`config.mk`:
```
export PLATFORM = sky130hd
export DESIGN_NAME = mux4_rr_sel
export DESIGN_NICKNAME = d
export VERILOG_FILES = /design/src/rtl/mux4_rr_sel_pkg.sv /design/src/rtl/mux4_rr_sel_rr_pick4.sv /design/src/rtl/mux4_rr_sel.sv
export SDC_FILE = /design/constraint.sdc
export NUM_CORES = 1
export LEC_CHECK = 0
export CAP_MARGIN = 20
export CORE_ASPECT_RATIO = 0.9
export CORE_MARGIN = 2
export CORE_UTILIZATION = 40
export DETAILED_ROUTE_END_ITERATION = 7
export SETUP_SLACK_MARGIN = 0.4
export SLEW_MARGIN = 30
export SYNTH_ARGS = -nofsm -noshare
export SYNTH_HDL_FRONTEND = slang
export SYNTH_HIERARCHICAL = 1
export SYNTH_SLANG_ARGS = --single-unit
export TNS_END_PERCENT = 20
```
`constraint.sdc`:
```
create_clock -name clock -period 5.4 [get_ports clock]
set_clock_uncertainty 0.05 [all_clocks]
set_input_delay 1.08 -clock clock [delete_from_list [all_inputs] [get_ports clock]]
set_output_delay 1.08 -clock clock [all_outputs]
set_load 0.01 [all_outputs]
```
`src/rtl/mux4_rr_sel_pkg.sv`:
```
// Shared definitions for the round-robin select generator and the 4:1 mux it drives.
package mux4_rr_sel_pkg;

  localparam int NUM_CH = 4;
  localparam int SEL_W  = 2;

  typedef enum logic {
    IDLE  = 1'b0,
    GRANT = 1'b1
  } state_e;

  function automatic logic [NUM_CH-1:0] one_hot(input logic [SEL_W-1:0] idx);
    one_hot      = '0;
    one_hot[idx] = 1'b1;
  endfunction

endpackage

```
`src/rtl/mux4_rr_sel_rr_pick4.sv`:
```
// Combinational round-robin pick: first set request strictly after the pointer, wrapping.
module rr_pick4
  import mux4_rr_sel_pkg::*;
(
  input  logic [NUM_CH-1:0] req_in,
  input  logic [SEL_W-1:0]  ptr_in,
  output logic [SEL_W-1:0]  winner_out,
  output logic              any_req_out
);

  logic             found;
  logic [SEL_W-1:0] idx;

  always_comb begin
    winner_out = '0;
    found      = 1'b0;
    idx        = '0;
    // Offsets 1..NUM_CH: the pointer's own channel is searched last.
    for (int k = 1; k <= NUM_CH; k++) begin
      idx = ptr_in + SEL_W'(k);
      if (!found && req_in[idx]) begin
        winner_out = idx;
        found      = 1'b1;
      end
    end
    any_req_out = |req_in;
  end

endmodule

```
`src/rtl/mux4_rr_sel.sv`:
```
// Round-robin arbiter producing a registered, glitch-free select and one-hot grant
// for a 4:1 mux; grants are held until release or MAX_HOLD cycles elapse.
module mux4_rr_sel
  import mux4_rr_sel_pkg::*;
#(
  parameter int MAX_HOLD = 8,
  parameter int CNT_W    = 8
) (
  input  logic              clock,
  input  logic              reset,
  input  logic [NUM_CH-1:0] req_in,
  input  logic              done_in,
  output logic [SEL_W-1:0]  sel_out,
  output logic [NUM_CH-1:0] grant_out,
  output logic              valid_out,
  output logic              timeout_out
);

  state_e             state_q, state_d;
  logic [CNT_W-1:0]   cnt_q, cnt_d;
  logic [SEL_W-1:0]   ptr_q, ptr_d;
  logic [SEL_W-1:0]   sel_q, sel_d;
  logic [NUM_CH-1:0]  grant_q, grant_d;
  logic               valid_q, valid_d;
  logic               timeout_q, timeout_d;

  logic               owner_req;
  logic               at_max;
  logic               rel_now;
  logic [SEL_W-1:0]   pick_ptr;
  logic [NUM_CH-1:0]  pick_req;
  logic [SEL_W-1:0]   pick_win;
  logic               pick_any;

  // While granted the search starts after the owner and masks it out,
  // so a release always hands over to someone else if anyone is waiting.
  always_comb begin
    owner_req = req_in[sel_q];
    at_max    = (cnt_q == CNT_W'(MAX_HOLD));
    rel_now   = (state_q == GRANT) && (done_in || !owner_req || at_max);
    if (state_q == GRANT) begin
      pick_ptr = sel_q;
      pick_req = req_in & ~one_hot(sel_q);
    end else begin
      pick_ptr = ptr_q;
      pick_req = req_in;
    end
  end

  rr_pick4 u_pick (
    .req_in      (pick_req),
    .ptr_in      (pick_ptr),
    .winner_out  (pick_win),
    .any_req_out (pick_any)
  );

  always_ff @(posedge clock or posedge reset) begin
    if (reset) begin
      state_q   <= IDLE;
      cnt_q     <= '0;
      ptr_q     <= SEL_W'(NUM_CH - 1);
      sel_q     <= '0;
      grant_q   <= '0;
      valid_q   <= 1'b0;
      timeout_q <= 1'b0;
    end else begin
      state_q   <= state_d;
      cnt_q     <= cnt_d;
      ptr_q     <= ptr_d;
      sel_q     <= sel_d;
      grant_q   <= grant_d;
      valid_q   <= valid_d;
      timeout_q <= timeout_d;
    end
  end

  always_comb begin
    state_d = state_q;
    case (state_q)
      IDLE:    if (pick_any) state_d = GRANT;
      GRANT:   if (rel_now && !pick_any) state_d = IDLE;
      default: state_d = IDLE;
    endcase
  end

  always_comb begin
    cnt_d     = cnt_q;
    ptr_d     = ptr_q;
    sel_d     = sel_q;
    grant_d   = grant_q;
    valid_d   = valid_q;
    timeout_d = 1'b0;
    case (state_q)
      IDLE: begin
        if (pick_any) begin
          sel_d   = pick_win;
          grant_d = one_hot(pick_win);
          valid_d = 1'b1;
          cnt_d   = CNT_W'(1);
        end
      end
      GRANT: begin
        if (rel_now) begin
          ptr_d     = sel_q;
          // A voluntary release in the same cycle wins over the timeout.
          timeout_d = at_max && !done_in && owner_req;
          if (pick_any) begin
            sel_d   = pick_win;
            grant_d = one_hot(pick_win);
            valid_d = 1'b1;
            cnt_d   = CNT_W'(1);
          end else begin
            grant_d = '0;
            valid_d = 1'b0;
            cnt_d   = '0;
          end
        end else begin
          cnt_d = cnt_q + CNT_W'(1);
        end
      end
      default: ;
    endcase
  end

  assign sel_out     = sel_q;
  assign grant_out   = grant_q;
  assign valid_out   = valid_q;
  assign timeout_out = timeout_q;

endmodule

```
# Word level (Yosys, flattened, before mapping)
# Index checks and enable logic that the tools add are counted.
[totals]
romBits = 0
output_inout_bits = 8
mem_bits_rw = 0
inputBits = 7
latchBits = 0
n_memories = 0
word_cells = 87
ff_bits = 19
[classes]
muxes = 42
shifts = 0
order_cmp = 8
addsub = 4
n_div = 0
bitwise = 3
mul = 0
n_reduce_logical = 20
n_eq_ne = 3
[op_table]
columns = ["cell", "count"]
rows = [
  ["2-bit by 3-bit less-than comparator with 1-bit output, second input constant", 6],
  ["1-bit 2-to-1 mux", 17],
  ["4-bit 2-to-1 mux", 4],
  ["8-bit 2-to-1 mux", 2],
  ["8-bit one-hot mux with 2 select lines", 1],
  ["2-bit 2-to-1 mux", 7],
  ["1-bit binary-select mux with 2-bit select", 5],
  ["1-bit logical AND", 9],
  ["8-bit by 1-bit adder with 8-bit output, second input constant", 1],
  ["8-bit by 4-bit == test with 1-bit output, second input constant", 1],
  ["4-bit one-hot mux with 2 select lines", 1],
  ["1-bit logical NOT", 6],
  ["2-bit adder, second input constant", 2],
  ["4-bit bitwise AND", 1],
  ["1-bit demux with 2-bit select", 2],
  ["2-bit by 1-bit greater-or-equal comparator with 1-bit output, second input constant", 2],
  ["4-bit NOT", 1],
  ["1-bit one-hot mux with 2 select lines", 2],
  ["2-bit one-hot mux with 2 select lines", 1],
  ["2-bit AND reduction", 2],
  ["4-bit OR reduction", 1],
  ["2-bit by 1-bit adder with 2-bit output, second input constant", 1],
  ["1-bit logical OR", 2],
  ["2-bit by 1-bit != test with 1-bit output, second input constant", 1],
  ["2 further kinds", 2],
]

# Longest topological paths before layout
[depth]
depth_word = 26
ltp_mapped = 8
depth_no_buf = 7

# By module
# The synthesis kept the hierarchy.
[modules_own_cells]
columns = ["mod", "area_each_um2", "seq_area_each_um2", "cells_each", "instances"]
rows = [
  ["mux4_rr_sel", 1039.7, 478.0, 101, 1],
  ["rr_pick4", 81.3, 0.0, 14, 1],
]

# Worst setup path before layout
# OpenSTA, ideal clock, no wires.
[synth_path]
path_kind = "input to register"
start = "input done_in"
end = "register sel_q[0] (netlist: sel_out[0])"
t_arrival_ns = 2.118
cell_stages = 4
setup_ns = 0.125
slack_ns = 3.107
t_required_ns = 5.225
n_path_buf = 0
path_cell_list = "or2_4 o22a_4 o21ai_2 mux2_2"
[synth_between]
elab_chain_cells = 4
[synth_rtl]
columns = ["element", "line_no", "text"]
rows = [
  ["start: declaration", "mux4_rr_sel.sv:12", "input logic done_in,"],
  ["1-bit logical OR (2 in series)", "mux4_rr_sel.sv:40", "rel_now = (state_q == GRANT) && (done_in || !owner_req || at_max);"],
  ["1-bit logical AND", "mux4_rr_sel.sv:40", ""],
  ["2-bit by 1-bit != test with 1-bit output (no source line)", "n/a", ""],
  ["end signal: assignment", "mux4_rr_sel.sv:70", "sel_q <= sel_d;"],
  ["end: declaration", "mux4_rr_sel.sv:22", "logic [SEL_W-1:0] sel_q, sel_d;"],
]
# Every way passes these cells.
# A chain may end at the register's enable or synchronous reset.

# Final worst setup path
[layout_path]
start = "input req_in[1]"
end = "register grant_q[0] (netlist: grant_out[0])"
[layout_between]
word_cells_on_any_way = 42
classes_between = "order compare (2); eq/ne (2); mux (24); bitwise (1); reduce/logical (13)"
[layout_lines]
columns = ["element", "line_no", "text"]
rows = [
  ["start: declaration", "mux4_rr_sel.sv:11", "input logic [NUM_CH-1:0] req_in,"],
  ["4-bit bitwise AND", "mux4_rr_sel.sv:43", "pick_req = req_in & ~one_hot(sel_q);"],
  ["4-bit 2-to-1 mux *", "mux4_rr_sel.sv:41", "if (state_q == GRANT) begin"],
  ["via pick_req[1]", "mux4_rr_sel.sv:31", "logic [NUM_CH-1:0] pick_req;"],
  ["4-bit OR reduction *", "mux4_rr_sel_rr_pick4.sv:26", "any_req_out = |req_in;"],
  ["via pick_any", "mux4_rr_sel.sv:33", "logic pick_any;"],
  ["4-bit 2-to-1 mux", "mux4_rr_sel.sv:107", "if (pick_any) begin"],
  ["4-bit 2-to-1 mux", "mux4_rr_sel.sv:103", "if (rel_now) begin"],
  ["4-bit one-hot mux with 2 select lines", "mux4_rr_sel.sv:93", "case (state_q)"],
  ["end signal: assignment", "mux4_rr_sel.sv:71", "grant_q <= grant_d;"],
  ["end: declaration", "mux4_rr_sel.sv:23", "logic [NUM_CH-1:0] grant_q, grant_d;"],
]
# Mark *: on every way through the listed nets, which the timed path passes. The rest lies on a longest branch. The select of a mux whose other input is x is not followed.

==> results.tsv <==
metric	value	unit
crit_type	input pin to flip-flop	
holdCritStartpoint	grant_out[3]$_DFFE_PP0P_	
dp_cells	157	
grt_pass1_wl	4.15	mm
initial_utilization	41.5	%
synth-main-ff-cell	dfrtp_1	
yosysSeqAreaShare	42.6	%
synth_edf_count	0	
drtIter0Drc	35	
critPathMaxFanout	6	
reg2reg_to	grant_out[2]$_DFFE_PP0P_	
maxCapViolations	0	
grtUsageTotal	17.5	%
cp_cell_sequence	clkdlybuf4s50_1 > o31a_1 > nor2_1 > nand2_1 > or2_0 > o21ai_0 > a32o_1	
final_cell_mix	dfrtp_1 (17), clkdlybuf4s50_1 (14), nand2_1 (11), inv_1 (9), a31oi_1 (8)	
die_area	3240	um2
floorplan.rows	18	
fin_cells	161	
routed_wl	2.31	mm
drc	0	
ys_warn_count	6	
die_h	54.2	um
grt_pass1_vias	881	
p_comb_share	52.7	%
grt_max_degree	20	
areaGrowthSynthToFinish	16.9	%
fin_tns_setup	0	ns
cts_buffers	3	
ios	15	
status	complete, no violations	
whs_path_depth	1	
clk_pin_slew	0.11	ns
postCtsSetupBuffers	0	
clock_latency	0.30	ns
power.share.clock	11.1	%
synthArstFlopShare	100	%
gp_congestion	0.818	
cts-resized-gates	0	
vdd_ir_drop_max	0.262	mV
tightest_slew	0.708	ns
synth_area_leaders	dfrtp_1 (38%), mux2_2 (5.0%), dfstp_2 (4.7%)	
via_per_inst	5.71	
fin_ws	2.73	ns
fin_util	48.5	%
synth_top_area_share	37.9	%
timing.final.crit_share	49.5	%
post-dp-hpwl	1.77	mm
final_common_cell	dfrtp_1	
cp-end-kind	flip-flop	
syn-num-nets	124	
dp_worst_setup_slack	2.41	ns
portBuffers	14	
yosysUniqueCellTypes	36	
r2r_start	state_q$_DFF_PP0_	
antenna_cells	0	
cts_buffer_depth	2	
required	5.55	ns
max_slew_margin	52.7	%
nNetsFinal	141	
seqPwrFrac	36.2	%
crit_arrival	2.82	ns
antenna_found_initial	0	
slowest_stage	clkdlybuf4s50_1	
final-max-slew-violation-count	0	
worstRegToRegCells	7	
htree_levels	1	
swShare	41.1	%
ys_ff_latch	19	
yosysTopAreaCell	dfrtp_1	
timing.fmax	374	MHz
syn_inst	115	
drtAntennaViolNets	0	
synthesis.area	1120	um2
wire_per_inst	14.3	um
hp-class	flip-flop to flip-flop	
cts_tree	yes	
setup_viol	0	
timing.final.hold_violations	0	
start_kind	input pin	
p_leak	0.531	nW
avgSynthCellArea	9.75	um2
first_pass_iters	4	
die_w	59.8	um
whs_endpoint	grant_out[3]$_DFFE_PP0P_	
slowest_delay	0.48	ns
cts-hold-fix-buffers	0	
power.density	502	nW/um2
p_sw	0.000270	W
drive_above_1_share	13.0	%
layout_min_cycle_time	2.67	ns
numClockSinks	19	
grt-ovfl-total	0	
cts_root_buf	clkbuf_4	
intPower	0.000387	W
num_vias	919	
coreArea	2700	um2
rsz0062_at_grt	no	
rrSetupSlack	3.22	ns
cells in the mapped netlist (2+ instances only):
cell type	instances
inv_1	9
nor2_1	5
a31oi_1	8
a21oi_1	4
mux2i_1	3
o31a_1	3
or3_1	2
nor3_1	3
ha_1	2
nand3_1	5
a21o_1	2
nand2b_1	5
dfrtp_1	17
nand2_1	11
o2bb2ai_1	3
o21a_1	2
dfstp_2	2
o21ai_0	5
mux2_2	5
o211ai_1	2
nor2b_1	2
through the flow:
stage               hold slack, ns  instance area [um2]  power [W]
detailed placement           0.423                 1280   0.000585
global route                 0.478                 1310   0.000718
floorplan                    0.401                 1120   0.000492
CTS                          0.459                 1310   0.000663
global placement             0.435                 1280   0.000582
finish                       0.457                 1310   0.000657
registers in the layout (all words and copies together) (netlist names):
signal       cells
sel_out          2
timeout_out      1
cnt_q            8
state_q          1
valid_out        1
ptr_q            2
grant_out        4
layout make-up:
| type | count | area (um2) |
|---|---|---|
| Clock buffer | 3 | 22.5 |
| Multi-Input combinational cell | 85 | 593 |
| Timing Repair Buffer | 14 | 140 |
| Fill cell | 266 | 1390 |
| Clock inverter | 1 | 5.00 |
| Sequential cell | 19 | 478 |
| Inverter | 9 | 33.8 |
| Tap cell | 30 | 37.5 |
power by group through the flow:
stage | registers, W | clock network, W | logic, W
2_1_floorplan | 0.000231 | 0 | 0.000261
3_3_place_gp | 0.000239 | 0 | 0.000342
3_5_place_dp | 0.000241 | 0 | 0.000344
4_1_cts | 0.000238 | 0.0000759 | 0.000348
5_1_grt | 0.000247 | 0.0000839 | 0.000387
6_report | 0.000238 | 0.0000727 | 0.000346
critical path, delay by kind of cell:
family / cells / cell delay, ns
AO/OA/AOI/OAI: 3 / 0.73
AND/OR/NAND/NOR: 3 / 0.51
buffers and inverters: 1 / 0.48
how the worst max path moves through the flow:
stage / slack (ns) / endpoint / from / cells past startpoint
2_1_floorplan: 3.11 / sel_out[0]$_DFFE_PP0P_ / done_in / 4
3_3_place_gp: 2.47 / grant_out[0]$_DFFE_PP0P_ / req_in[0] / 7
3_5_place_dp: 2.41 / grant_out[0]$_DFFE_PP0P_ / req_in[1] / 7
4_1_cts: 2.73 / grant_out[0]$_DFFE_PP0P_ / req_in[1] / 7
5_1_grt: 2.62 / grant_out[0]$_DFFE_PP0P_ / req_in[0] / 7
6_report: 2.73 / grant_out[0]$_DFFE_PP0P_ / req_in[1] / 7
metal layers:
metal | share of wire [%] | wire [um] | global-route usage (%)
met5 | 0 | 0 | 0
met4 | 1.2 | 28 | 4.44
met3 | 4.1 | 95 | 4.96
met2 | 45 | 1040 | 25.5
met1 | 49 | 1140 | 25.5
kinds of logic after synthesis:
logic type | count (synthesis) | synth area share, %
and+or+nand+nor | 39 | 18.5
AOI/OAI and AO/OA | 36 | 24.4
DFF | 19 | 42.6
buffers and inverters | 11 | 4.46
muxes | 8 | 7.70
adders and majority gates | 2 | 2.23
Power figures use the tool's default switching activity.
